### config.mk
export PLATFORM = sky130hd
export DESIGN_NAME = store_buffer_flat
export DESIGN_NICKNAME = d
export VERILOG_FILES = /design/src/rtl/mem_pkg.sv /design/src/rtl/store_buffer_if.sv /design/src/rtl/store_fifo.sv /design/src/rtl/store_buffer.sv /design/src/flat_wrapper.sv
export SDC_FILE = /design/constraint.sdc
export NUM_CORES = 1
export LEC_CHECK = 0
export BUFFER_PORTS_ARGS = -buffer_cell sky130_fd_sc_hd__buf_2
export CORE_MARGIN = 5
export CORE_UTILIZATION = 45
export CTS_CLUSTER_SIZE = 12
export DETAILED_ROUTE_END_ITERATION = 10
export PLACE_DENSITY = 0.76
export RECOVER_POWER = 100
export SLEW_MARGIN = 20
export SYNTH_ARGS = -nofsm -noshare
export SYNTH_HDL_FRONTEND = slang
export SYNTH_SLANG_ARGS = --single-unit
### constraint.sdc
create_clock -name clk -period 8.7 [get_ports clk]
set_input_delay 1.305 -clock clk [delete_from_list [all_inputs] [get_ports clk]]
set_output_delay 1.305 -clock clk [all_outputs]
set_load 0.01 [all_outputs]
### src/rtl/mem_pkg.sv
// rtl/mem_pkg.sv - shared store-entry type and address constants for the store buffer
package mem_pkg;

   localparam int SB_DEPTH = 4;
   localparam int WORD_MSB = 31;
   localparam int WORD_LSB = 2;

   typedef struct packed {
      logic [31:0] a;
      logic [31:0] wd;
      logic        bytemode;
   } sb_entry_t;

   function automatic logic same_word(input logic [31:0] x, input logic [31:0] y);
      return x[WORD_MSB:WORD_LSB] == y[WORD_MSB:WORD_LSB];
   endfunction

endpackage

### src/rtl/store_buffer_if.sv
// rtl/store_buffer_if.sv - core-side and memory-side signals of the store buffer
interface store_buffer_if;

   logic        cpu_we;
   logic        cpu_re;
   logic        cpu_bytemode;
   logic [31:0] cpu_a;
   logic [31:0] cpu_wd;
   logic [31:0] cpu_rd;
   logic        cpu_stall;
   logic        mem_we;
   logic        mem_bytemode;
   logic [31:0] mem_a;
   logic [31:0] mem_wd;
   logic [31:0] mem_rd;

   modport slave (
      input  cpu_we, cpu_re, cpu_bytemode, cpu_a, cpu_wd, mem_rd,
      output cpu_rd, cpu_stall, mem_we, mem_bytemode, mem_a, mem_wd
   );

   modport master (
      output cpu_we, cpu_re, cpu_bytemode, cpu_a, cpu_wd, mem_rd,
      input  cpu_rd, cpu_stall, mem_we, mem_bytemode, mem_a, mem_wd
   );

endinterface

### src/rtl/store_fifo.sv
// rtl/store_fifo.sv - circular store-entry queue exposing every slot for address compare
module store_fifo
   import mem_pkg::*;
#(
   parameter int DEPTH = SB_DEPTH,
   parameter int CW    = $clog2(DEPTH + 1)
) (
   input  logic             clk,
   input  logic             reset,
   input  logic             push_i,
   input  logic             pop_i,
   input  sb_entry_t        entry_i,
   output sb_entry_t        head_o,
   output sb_entry_t        entries_o [DEPTH],
   output logic [DEPTH-1:0] valid_o,
   output logic             full_o,
   output logic             empty_o,
   output logic [CW-1:0]    count_o
);

   localparam int PW = $clog2(DEPTH);

   sb_entry_t        slot_q [DEPTH];
   logic [PW-1:0]    head_q, head_d;
   logic [PW-1:0]    tail_q, tail_d;
   logic [CW-1:0]    count_q, count_d;
   logic [DEPTH-1:0] valid_q, valid_d;
   logic             empty_q, empty_d;

   always_comb begin
      head_d  = head_q;
      tail_d  = tail_q;
      valid_d = valid_q;
      if (pop_i) begin
         head_d          = head_q + PW'(1);
         valid_d[head_q] = 1'b0;
      end
      if (push_i) begin
         tail_d          = tail_q + PW'(1);
         valid_d[tail_q] = 1'b1;
      end
      count_d = count_q + CW'(push_i) - CW'(pop_i);
      empty_d = (count_d == '0);
   end

   always_ff @(posedge clk) begin
      if (reset) begin
         head_q  <= '0;
         tail_q  <= '0;
         count_q <= '0;
         valid_q <= '0;
         empty_q <= 1'b1;
      end else begin
         head_q  <= head_d;
         tail_q  <= tail_d;
         count_q <= count_d;
         valid_q <= valid_d;
         empty_q <= empty_d;
      end
   end

   // Slot contents need no reset: valid_q gates every use of them.
   always_ff @(posedge clk) begin
      if (push_i) slot_q[tail_q] <= entry_i;
   end

   assign entries_o = slot_q;
   assign head_o    = slot_q[head_q];
   assign valid_o   = valid_q;
   assign count_o   = count_q;
   assign empty_o   = empty_q;
   assign full_o    = (count_q == CW'(DEPTH));

endmodule

### src/rtl/store_buffer.sv
// rtl/store_buffer.sv - posted-write buffer arbitrating the data-memory port between loads and drains
module store_buffer
   import mem_pkg::*;
#(
   parameter int DEPTH = SB_DEPTH,
   parameter int CW    = $clog2(DEPTH + 1)
) (
   input  logic          clk,
   input  logic          reset,
   store_buffer_if.slave bus,
   output logic          empty,
   output logic [CW-1:0] count
);

   sb_entry_t        head_entry;
   sb_entry_t        entries [DEPTH];
   logic [DEPTH-1:0] valid;
   logic             full;
   logic             fifo_empty;
   logic             match_any;
   logic             hit;
   logic             push;
   logic             drain;
   sb_entry_t        new_entry;

   assign new_entry = '{a: bus.cpu_a, wd: bus.cpu_wd, bytemode: bus.cpu_bytemode};

   store_fifo #(.DEPTH(DEPTH), .CW(CW)) u_fifo (
      .clk       (clk),
      .reset     (reset),
      .push_i    (push),
      .pop_i     (drain),
      .entry_i   (new_entry),
      .head_o    (head_entry),
      .entries_o (entries),
      .valid_o   (valid),
      .full_o    (full),
      .empty_o   (fifo_empty),
      .count_o   (count)
   );

   always_comb begin
      match_any = 1'b0;
      for (int i = 0; i < DEPTH; i++) begin
         if (valid[i] && same_word(entries[i].a, bus.cpu_a)) match_any = 1'b1;
      end
   end

   // A simultaneous store wins over the load for hazard purposes, but the load still owns the port.
   assign hit   = bus.cpu_re & ~bus.cpu_we & match_any;
   assign push  = ~reset & bus.cpu_we & ~full;
   assign drain = ~reset & ~fifo_empty & (~bus.cpu_re | hit);

   assign bus.cpu_stall = ~reset & ((bus.cpu_we & full) | hit);
   assign empty         = reset | fifo_empty;

   always_comb begin
      bus.mem_we       = 1'b0;
      bus.mem_a        = bus.cpu_a;
      bus.mem_wd       = bus.cpu_wd;
      bus.mem_bytemode = 1'b0;
      bus.cpu_rd       = bus.mem_rd;
      if (drain) begin
         bus.mem_we       = 1'b1;
         bus.mem_a        = head_entry.a;
         bus.mem_wd       = head_entry.wd;
         bus.mem_bytemode = head_entry.bytemode;
         bus.cpu_rd       = 32'h0;
      end
   end

endmodule

### src/flat_wrapper.sv
// flat-port wrapper written by rule: the top's interface ports become plain ports
module store_buffer_flat import mem_pkg::*;
#(
   parameter int DEPTH = SB_DEPTH,
   parameter int CW    = $clog2(DEPTH + 1)
)
  (clk, reset, empty, count, bus_cpu_we, bus_cpu_re, bus_cpu_bytemode, bus_cpu_a, bus_cpu_wd, bus_mem_rd, bus_cpu_rd, bus_cpu_stall, bus_mem_we, bus_mem_bytemode, bus_mem_a, bus_mem_wd);
  store_buffer_if bus_i ();
  input  logic clk;
  input  logic reset;
  output logic empty;
  output logic [CW-1:0] count;
  input wire logic [$bits(bus_i.cpu_we)-1:0] bus_cpu_we;
  input wire logic [$bits(bus_i.cpu_re)-1:0] bus_cpu_re;
  input wire logic [$bits(bus_i.cpu_bytemode)-1:0] bus_cpu_bytemode;
  input wire logic [$bits(bus_i.cpu_a)-1:0] bus_cpu_a;
  input wire logic [$bits(bus_i.cpu_wd)-1:0] bus_cpu_wd;
  input wire logic [$bits(bus_i.mem_rd)-1:0] bus_mem_rd;
  output wire logic [$bits(bus_i.cpu_rd)-1:0] bus_cpu_rd;
  output wire logic [$bits(bus_i.cpu_stall)-1:0] bus_cpu_stall;
  output wire logic [$bits(bus_i.mem_we)-1:0] bus_mem_we;
  output wire logic [$bits(bus_i.mem_bytemode)-1:0] bus_mem_bytemode;
  output wire logic [$bits(bus_i.mem_a)-1:0] bus_mem_a;
  output wire logic [$bits(bus_i.mem_wd)-1:0] bus_mem_wd;
  assign bus_i.cpu_we = bus_cpu_we;
  assign bus_i.cpu_re = bus_cpu_re;
  assign bus_i.cpu_bytemode = bus_cpu_bytemode;
  assign bus_i.cpu_a = bus_cpu_a;
  assign bus_i.cpu_wd = bus_cpu_wd;
  assign bus_i.mem_rd = bus_mem_rd;
  assign bus_cpu_rd = bus_i.cpu_rd;
  assign bus_cpu_stall = bus_i.cpu_stall;
  assign bus_mem_we = bus_i.mem_we;
  assign bus_mem_bytemode = bus_i.mem_bytemode;
  assign bus_mem_a = bus_i.mem_a;
  assign bus_mem_wd = bus_i.mem_wd;
  store_buffer #(.DEPTH(DEPTH), .CW(CW)) u_core (.clk(clk), .reset(reset), .bus(bus_i), .empty(empty), .count(count));
endmodule
## Yosys cells after proc, flatten, opt, wreduce, memory -nomap -nowiden

Cells that the tools add are included.

| storage, ports and cells | value |
|---|---|
| memory bits (writable) | 0 |
| input bits | 101 |
| memory bits (read-only) | 0 |
| register bits after elaboration | 272 |
| memories | 0 |
| output and inout port bits | 103 |
| latch bits | 0 |
| word-level logic and storage cells | 83 |

| operators by class | value |
|---|---|
| equality and inequality tests | 5 |
| reduce and logical (&&, ||, !) cells | 8 |
| shifts and indexed selects | 0 |
| mux-type cells | 21 |
| multipliers | 0 |
| divide/modulo/power cells | 0 |
| order comparisons | 7 |
| bitwise logic cells | 21 |
| $add $sub $neg | 4 |

Operators with widths:

| operator | count |
|---|---|
| bitwise mux 260 bit | 1 |
| two-way mux 65 bit | 3 |
| binary-select mux 65 bit (select 2 bit) | 1 |
| demux 65 bit (select 2 bit) | 1 |
| == test 30 bit | 4 |
| two-way mux 32 bit | 3 |
| bitwise AND 1 bit | 8 |
| two-way mux 1 bit | 8 |
| two-way mux 4 bit | 2 |
| logical AND 1 bit | 7 |
| greater-or-equal comparator 3 bit (second input constant) | 2 |
| less-than comparator 2 x 3 -> 1 bit (second input constant) | 2 |
| NOT 2 -> 3 bit | 2 |
| NOT 1 bit | 5 |
| adder 2 x 1 -> 2 bit (second input constant) | 2 |
| bitwise AND 4 bit | 1 |
| demux 1 bit (select 2 bit) | 2 |
| greater-or-equal comparator 2 x 1 -> 1 bit (second input constant) | 2 |
| NOT 4 bit | 1 |
| OR 4 bit | 1 |
| adder 3 x 1 -> 3 bit | 1 |
| == test 3 bit (second input constant) | 1 |
| zero test 3 bit | 1 |
| less-than comparator 3 x 1 -> 1 bit (second input constant) | 1 |
| other kinds (2) | 4 |

## Depth between registers and ports, before layout

Gate-level depths: netlist of the first run.

| logic depth | value |
|---|---|
| word-level depth | 12 |
| gate-level depth with buffers | 16 |
| depth with buffers taken out | 14 |

## Modules after synthesis

From an unflattened synthesis of the first run, not the netlist that was laid out.

| unflattened totals | value |
|---|---|
| cells, all modules | 1,273 |
| area, all modules | 15,309.7 um2 |

Modules (own cells, without submodules):

| module | cells each | times used | area an instance (um2) | sequential area each (um2) |
|---|---|---|---|---|
| store_fifo | 398 | 1 | 10,033.4 | 8,047.7 |
| store_buffer | 875 | 1 | 5,276.3 | 0.0 |

## Worst setup path after synthesis of the first run

No wires, ideal clock.

| timing path | value |
|---|---|
| kind | input to register |
| from | input port bus_cpu_a[19] |
| to | register u_core.u_fifo.empty_q, in the netlist u_core.u_fifo.empty_o |
| library setup time | 116 ps |
| data arrival time | 4,159 ps |
| cell stages on the path | 16 |
| required time | 8,584 ps |
| buffers on the path | 2 |
| slack | 4,425 ps |
| cells stage by stage | buf_2 -> xnor2_1 -> nand4_1 -> nor4_2 -> a22oi_2 -> buf_2 -> a21oi_1 -> o21a_1 -> ha_1 -> inv_1 -> ha_1 -> inv_1 -> fa_1 -> xor2_1 -> xnor2_1 -> a31o_2 |

| on the way | value |
|---|---|
| cells in the longest elaborated chain, start to end | 11 |
| elaborated cells on any way between the ends | 17 |
| those cells by class | add/sub: 1; eq/ne: 4; mux: 4; bitwise: 3; reduce/logical: 5 |

RTL lines:

| what | line | source |
|---|---|---|
| start, declared | flat_wrapper.sv:16 | `input wire logic [$bits(bus_i.cpu_a)-1:0] bus_cpu_a;` |
| == test 30 bit | mem_pkg.sv:15 | `return x[WORD_MSB:WORD_LSB] == y[WORD_MSB:WORD_LSB];` |
| logical AND 1 bit | store_buffer.sv:45 | `if (valid[i] && same_word(entries[i].a, bus.cpu_a)) match_any = 1'b1;` |
| two-way mux 1 bit (3 in series) | store_buffer.sv:45 |  |
| two-way mux 1 bit (*) | store_buffer.sv:45 |  |
| bitwise AND 1 bit (*) | store_buffer.sv:50 | `assign hit = bus.cpu_re & ~bus.cpu_we & match_any;` |
| OR 1 bit (*) | store_buffer.sv:52 | `assign drain = ~reset & ~fifo_empty & (~bus.cpu_re \| hit);` |
| bitwise AND 1 bit (*) | store_buffer.sv:52 |  |
| subtractor 3 x 1 -> 3 bit (*) | store_fifo.sv:42 | `count_d = count_q + CW'(push_i) - CW'(pop_i);` |
| zero test 3 bit (*) | store_fifo.sv:43 | `empty_d = (count_d == '0);` |
| end signal, assigned | store_fifo.sv:58 | `empty_q <= empty_d;` |
| end, declared | store_fifo.sv:28 | `logic empty_q, empty_d;` |

Every way passes the cells marked *; elsewhere a longest branch is shown, timed or not.
A chain may end at the register's enable or synchronous reset.

## Worst setup path after layout of the first run

| timing path | value |
|---|---|
| from | input port bus_cpu_we |
| to | register u_core.u_fifo.slot_q, in the netlist u_core.u_fifo.entries_o[72] (enable) |

| on the way | value |
|---|---|
| cells in the longest elaborated chain, start to end | 2 |

RTL lines:

| what | line | source |
|---|---|---|
| start, declared | flat_wrapper.sv:13 | `input wire logic [$bits(bus_i.cpu_we)-1:0] bus_cpu_we;` |
| bitwise AND 1 bit (2 in series) | store_buffer.sv:51 | `assign push = ~reset & bus.cpu_we & ~full;` |
| end signal, assigned by index | store_fifo.sv:64 | `if (push_i) slot_q[tail_q] <= entry_i;` |
| end, declared | store_fifo.sv:23 | `sb_entry_t slot_q [DEPTH];` |

Every way passes these cells.

==> summary.txt, run 1 <==
Max stage delay on crit path: 3.06 ns
Synth Area per Inst: 13.1 sq um
Hold Crit Endpoint: u_core.u_fifo.valid_o[0]
Initial core utilization: 45.3%
Failing checks: capacitance limit, slew limit
Distinct cells, synth: 40
Crit path launch type: input port
Cells after synthesis: 1087
Multi-input combinational cell area: 5660 sq um
Max cap viols: 5
#FFs+latches synth: 272
Syn nets: 1199
Post-CTS Setup Repair Bufs: 0
Antenna-violating nets left: 0
Cell count of the worst hold path: 2
Final period util: 81.5%
Slowest CP cell: clkbuf_1
Register area share after synthesis: 56.6%
Antenna Cells: 0
Min-Delay Path Class: reg2reg
CTS Buf Count: 29
Setup Skew: 0.0118 ns
Die Ht: 188 microns
Cell chain of the critical path: clkbuf_1 -> nand2_1 -> nor2_1 -> and2_2 -> clkbuf_1
Critical Path RT: 8.75 ns
# fillers: 2723
Vias per inst: 6.21
Dpl hpwl: 24300 microns
WL/cell: 23.6 microns
Commonest non-fill, non-tap cell in the layout: edfxtp_1
CP max FO: 66
Achievable Freq: 0.141 GHz
# hold bufs at CTS: 0
Post-route setup TNS: 0 ns
Pwr per Cell Area: 232 nW/um^2
Top Family by Delay on Critical Path: buffers and inverters
CTS sink cnt: 272
CTS tree: built
Slew Limit Fails: 185
Crit Path Class: in2reg
Share of cells above drive strength 1: 14.1%
Post-place instance area: 15400 sq um
CTS Root Buffer Type: clkbuf_16
Worst hold start: u_core.u_fifo.valid_o[0]
Status: finished, violations left
Core Rows: 65
Fin. Hold Viols: 0
Area Growth Syn to Fin: 12.7%
CTS Buffer Depth: 3
Synth warn: 0
Post-Syn Area: 14200 sq um
Tightest Pin Transition: 4.38 ns
Die X-Extent: 188 microns
First-pass GRT wire length: 58800 microns
Final Setup Violations: 0
Gp weighted congestion: 0.891
Storage element area: 8060 sq um
Clk_lat worst skew: 0.56 ns
CP most frequent cell: clkbuf_1
Number of remaining DRC errors: 0
# resized after CTS: 0
Pre-antenna DRT Iters: 11
Drt first-iter violations: 1215
Critical R2R Launch: u_core.u_fifo.entries_o[182]
Leak pwr: 0.00487 uW
RSZ-0062 raised after global routing: false
Core Region: 31400 sq um
Post-Route WL: 38800 microns
Finished Cell Area: 16000 sq um
Max-slew headroom: -192%
R2R Path End: u_core.u_fifo.empty_o
Crit path time final: 7.09 ns
Gr ovfl total: 0
Most frequent cells in the layout: 260 x edfxtp_1, 169 x clkbuf_1, 142 x nand2_1
Initial antenna violation count: 3
Clk slew on worst S/H paths: 0.06 ns
Via count of the first global-routing pass: 10000
Die area: 35300 sq um
Largest net degree at the start of global routing: 67
Htree depth: 1
Critical Path End Type: flip-flop
Final nets: 1338
Port-buffer cells: 203
Reg2Reg Depth: 15
IR drop worst, VDD: 0.106 mV
WP data arrival: 7.14 ns
R2r setup slk: 3.53 ns
Buf/Inv on CP: 2
Overall routing resource usage: 21.0%
Vias: 10200
I/O Pins: 204
[logic make-up (layout without fill, tap and decap cells)]
logic type                 after synthesis  count (layout)  share of synthesized area, %
xor gates and xnor gates               123             123                          7.57
buffers and inverters                  120             274                          3.75
DFF                                    272             272                          56.6
adders and majority gates               11              11                          1.02
and+or+nand+nor                        307             307                          10.9
muxes                                   66              66                          10.4
AOI/OAI and AO/OA                      188             188                          9.83
[worst register-to-register path: cells and delay by family (launching register included)]
kind / cells / cell delay, ns
adders and majority gates: 3 / 0.79
buffers and inverters: 3 / 0.85
AOI/OAI and AO/OA: 4 / 2.29
DFF: 1 / 0.42
xor gates and xnor gates: 3 / 0.50
and+or+nand+nor: 2 / 0.23
[power by group]
part | total (uW) | switching [uW] | internal (uW)
sequential | 1620 | 82.3 | 1540
clock | 1140 | 482 | 662
combinational | 959 | 543 | 416
total | 3720 | 1110 | 2610
[worst max path at each step]
stage / cells past startpoint / endpoint / startpoint
after floorplan: 16 / u_core.u_fifo.empty_o / bus_cpu_a[19]
after global placement: 9 / bus_mem_a[8] / reset
after detailed placement: 9 / bus_mem_a[8] / reset
after CTS: 9 / bus_mem_a[8] / reset
after global routing: 5 / u_core.u_fifo.entries_o[124] / bus_cpu_we
final: 5 / u_core.u_fifo.entries_o[72] / bus_cpu_we
[registers in the layout (all words and copies together) (netlist names)]
register,cells
u_core.u_fifo.valid_o,4
u_core.u_fifo.head_q,2
u_core.u_fifo.tail_q,2
u_core.u_fifo.count_o,3
u_core.u_fifo.entries_o,260
u_core.u_fifo.empty_o,1
[layer usage]
layer	global-route usage (%)	vias to the layer above	routed length, microns
met5	0	-	35
met4	4.57	6	819
met3	4.45	59	3830
met2	34.8	621	18400
met1	29.0	5049	15700
li1	-	4461	-
[area by class of cell]
type	count	share of cell area, %
clock buffers	32	4.59
well taps	402	3.14
clock inverters	14	0.811
repair buffers	218	5.71
flip-flops and latches	272	50.2
inverters	10	0.234
multi-input cells	695	35.3
[cells in the mapped netlist (all sizes together)]
cell type,n,area [sq um]
a211o,2,17.5
a21oi,41,205
a222oi,30,300
a22o,2,20.0
a22oi,2,25.0
a311o,34,340
a31o,1,8.76
and2,35,219
and3,32,200
buf,49,268
clkbuf,61,229
clkinv,1,3.75
dfxtp,12,240
edfxtp,260,7810
fa,1,20.0
ha,10,125
inv,9,33.8
mux2i,1,10.0
mux4,65,1460
nand2,142,533
nand3,35,175
nand3b,10,75.1
nand4,28,175
nand4b,1,8.76
nor2,14,55.1
nor3,2,10.0
nor4,8,100
o211a,1,10.0
o211ai,30,225
o21a,1,7.51
o21ai,38,190
o21bai,4,30.0
o311a,1,10.0
o311ai,1,8.76
xnor2,122,1070
xor2,1,8.76
[metrics by stage]
step	cells	hold WS [ns]	util (%)	setup WS, ns	power (uW)
floorplan	1087	0.470	-	4.43	2310
global placement	1597	0.504	49.1	3.15	2610
detailed placement	1597	0.507	49.1	3.14	2620
CTS	1643	0.518	51.8	3.14	3760
global route	1643	0.554	51.1	1.50	3890
finish	1643	0.514	51.1	1.61	3720
No activity file was read; power rests on OpenSTA's default activity.
==> inputs of run 2 (changes only) <==
==> constraint.sdc (replaced) <==
create_clock -name clk -period 7.17 [get_ports clk]
set_input_delay 1.0755 -clock clk [delete_from_list [all_inputs] [get_ports clk]]
set_output_delay 1.0755 -clock clk [all_outputs]
set_load 0.01 [all_outputs]
==> run 2 against run 1 <==
  * The flow still finishes with violations (capacitance limit, slew limit)
  * Sequential power increased by 23%
  * Final area is 0.87% higher
  * Critical endpoint is now bus_mem_wd[7]
  * Sequential share of layout area decreased by 0.43 points
  * Core utilization increased by 0.44 points
  * Combinational power increased by 18%
  * Register-to-register slack worse by 1.3 ns
  * Critical path type is now in2out
  * Largest power group unchanged
  * Wire length is 1.7% higher
==> summary.txt, run 2 (same netlist as run 1, synthesis figures left out) <==
Status: finished, violations left (unchanged)
Failing checks: capacitance limit, slew limit (unchanged)
Dpl hpwl: 25400 microns (was 24300 microns)
Internal power: 3260 uW (was 2610 uW)
Drt first-iter violations: 1495 (was 1215)
Crit path launch type: input port (unchanged)
Fin. Hold Viols: 0 (unchanged)
Clk slew on worst S/H paths: 0.06 ns (about the same)
Crit path time final: 5.81 ns
Top Family by Delay on Critical Path: buffers and inverters (unchanged)
Largest net degree at the start of global routing: 55 (was 67)
CTS sink cnt: 272 (unchanged)
Finished Layout Cells: 1657 (was 1643)
Htree depth: 1 (unchanged)
CTS Root Buffer Type: clkbuf_16 (unchanged)
First-pass GRT wire length: 60000 microns (was 58800 microns)
Core Region: 31400 sq um (unchanged)
Power share of the combinational group: 24.5% (was 25.8%)
CTS Buf Count: 30 (was 29)
Vias per inst: 6.26 (was 6.21)
Core Rows: 65 (unchanged)
Overall routing resource usage: 21.3% (was 21.0%)
Buf/Inv on CP: 4 (was 2)
Clk_lat worst skew: 0.55 ns (was 0.56 ns)
Number of remaining DRC errors: 0 (unchanged)
CTS Buffer Depth: 3 (unchanged)
Max stage delay on crit path: 1.70 ns (was 3.06 ns)
Final nets: 1341 (was 1338)
Critical Path RT: 6.09 ns (was 8.75 ns)
Max reg flops: 260 (unchanged)
Final Setup Violations: 0 (unchanged)
Placed Instances: 1599 (was 1597)
Post-Route WL: 39500 microns (was 38800 microns)
Post-CTS Setup Repair Bufs: 0 (unchanged)
Clk pwr share: 32.4% (was 30.7%)
WP data arrival: 4.74 ns (was 7.14 ns)
Vias: 10400 (was 10200)
Die Ht: 188 microns (unchanged)
Final worst setup slack: 1.36 ns (was 1.61 ns)
Gr ovfl total: 0 (unchanged)
Gp weighted congestion: 0.893 (was 0.891)
Max-slew headroom: -61.1% (was -192%)
Pwr per Cell Area: 285 nW/um^2 (was 232 nW/um^2)
Share of cells above drive strength 1: 14.4% (was 14.1%)
Slowest CP cell: clkbuf_1 (unchanged)
Max cap viols: 2 (was 5)
CP most frequent cell: clkbuf_1 (unchanged)
Setup Skew: 0.0193 ns (was 0.0118 ns)
WL/cell: 23.8 microns (was 23.6 microns)
IR drop worst, VDD: 0.176 mV (was 0.106 mV)
Antenna-violating nets left: 0 (unchanged)
Achievable Freq: 0.172 GHz
Initial antenna violation count: 5 (was 3)
CP max FO: 40 (was 66)
Net Switching: 1360 uW (was 1110 uW)
Area Growth Syn to Fin: 13.7% (was 12.7%)
Min-Delay Path Class: reg2reg (unchanged)
Post-route setup TNS: 0 ns (unchanged)
# resized after CTS: 0 (unchanged)
RSZ-0062 raised after global routing: false (unchanged)
Total Power: 4610 uW (was 3720 uW)
Crit Path Class: in2out (was in2reg)
I/O Pins: 204 (unchanged)
Final period util: 81.1%
Sequential fraction of design power: 43.1% (was 43.5%)
Slew Limit Fails: 62 (was 185)
# hold bufs at CTS: 0 (unchanged)
Cell chain of the critical path: buf_2 -> clkbuf_1 -> and2_0 -> buf_4 -> o21ai_0 -> nand2_1 -> a311o_1 -> clkbuf_1 (was clkbuf_1 -> nand2_1 -> nor2_1 -> and2_2 -> clkbuf_1)
CTS tree: built (unchanged)
Tightest Pin Transition: 2.42 ns (was 4.38 ns)
Most frequent cells in the layout: 260 x edfxtp_1, 170 x clkbuf_1, 142 x nand2_1 (was 260 x edfxtp_1, 169 x clkbuf_1, 142 x nand2_1)
Dpl ws: 2.21 ns (was 3.14 ns)
Commonest non-fill, non-tap cell in the layout: edfxtp_1 (unchanged)
Die area: 35300 sq um (unchanged)
Switching fraction of total power: 29.4% (was 29.8%)
Port-buffer cells: 203 (unchanged)
Die X-Extent: 188 microns (unchanged)
Pre-antenna DRT Iters: 8 (was 11)
Leak pwr: 0.00493 uW (was 0.00487 uW)
Initial core utilization: 45.3% (unchanged)
Critical Path End Type: primary output (was flip-flop)
Via count of the first global-routing pass: 9819 (was 10000)
## run 2: cell count changes in the layout (fill, tap and decap cells not counted), moves of 2 or more
cell,before,now
buf_12,0,2
buf_2,39,41
clkbuf_16,29,31
clkinv_1,6,11
clkinv_2,4,2
diode_2,0,3
## run 2: final timing paths
| kind | start | end | slack [ns] | cells past startpoint |
|---|---|---|---|---|
| setup reg to reg | u_core.u_fifo.entries_o[106] | u_core.u_fifo.empty_o | 2.19 | 15 |
| hold reg to reg | u_core.u_fifo.valid_o[0] | u_core.u_fifo.valid_o[0] | 0.51 | 2 |
| hold / removal | u_core.u_fifo.valid_o[0] | u_core.u_fifo.valid_o[0] | 0.51 | 2 |
| setup / recovery | bus_cpu_we | bus_mem_wd[7] | 1.36 | 8 |
## run 2: area by class of cell
class | count | area [sq um]
Sequential cell | 272 | 8060
Fill cell | 2733 | 15200
Tap cell | 402 | 503
Inverter | 10 | 37.5
Multi-Input combinational cell | 695 | 5660
Timing Repair Buffer | 220 | 962
Antenna cell | 3 | 7.51
Clock buffer | 38 | 802
Clock inverter | 17 | 149
## run 2: metrics by stage
stage	cell area (sq um)	utilization [%]	hold WS, ns
after floorplan	14200	-	0.470
after global placement	15400	49.2	0.491
after detailed placement	15400	49.2	0.509
after CTS	16400	52.2	0.517
after global routing	16200	51.5	0.525
final	16200	51.5	0.512
## run 2: power groups by stage
stage | registers (uW) | clock network (uW) | logic [uW]
floorplan | 1930 | 0 | 874
global placement | 2020 | 0 | 1140
detailed placement | 2020 | 0 | 1150
CTS | 1990 | 1520 | 1160
global route | 2000 | 1580 | 1220
finish | 1990 | 1490 | 1130
## run 2: metal layers
layer  GRT usage [%]  up-vias  part of all wire (%)
met5               0        -                 0.071
met4            5.22        6                   2.4
met3            4.11       81                    10
met2            34.6      723                    47
met1            30.1     5082                    40
li1                -     4480                     -
## run 2: tightest hold or removal path, cell delays in order, from the launching register on
cell and delay (ns):
dfxtp_1 0.32, nand3b_1 0.08, o21bai_1 0.07
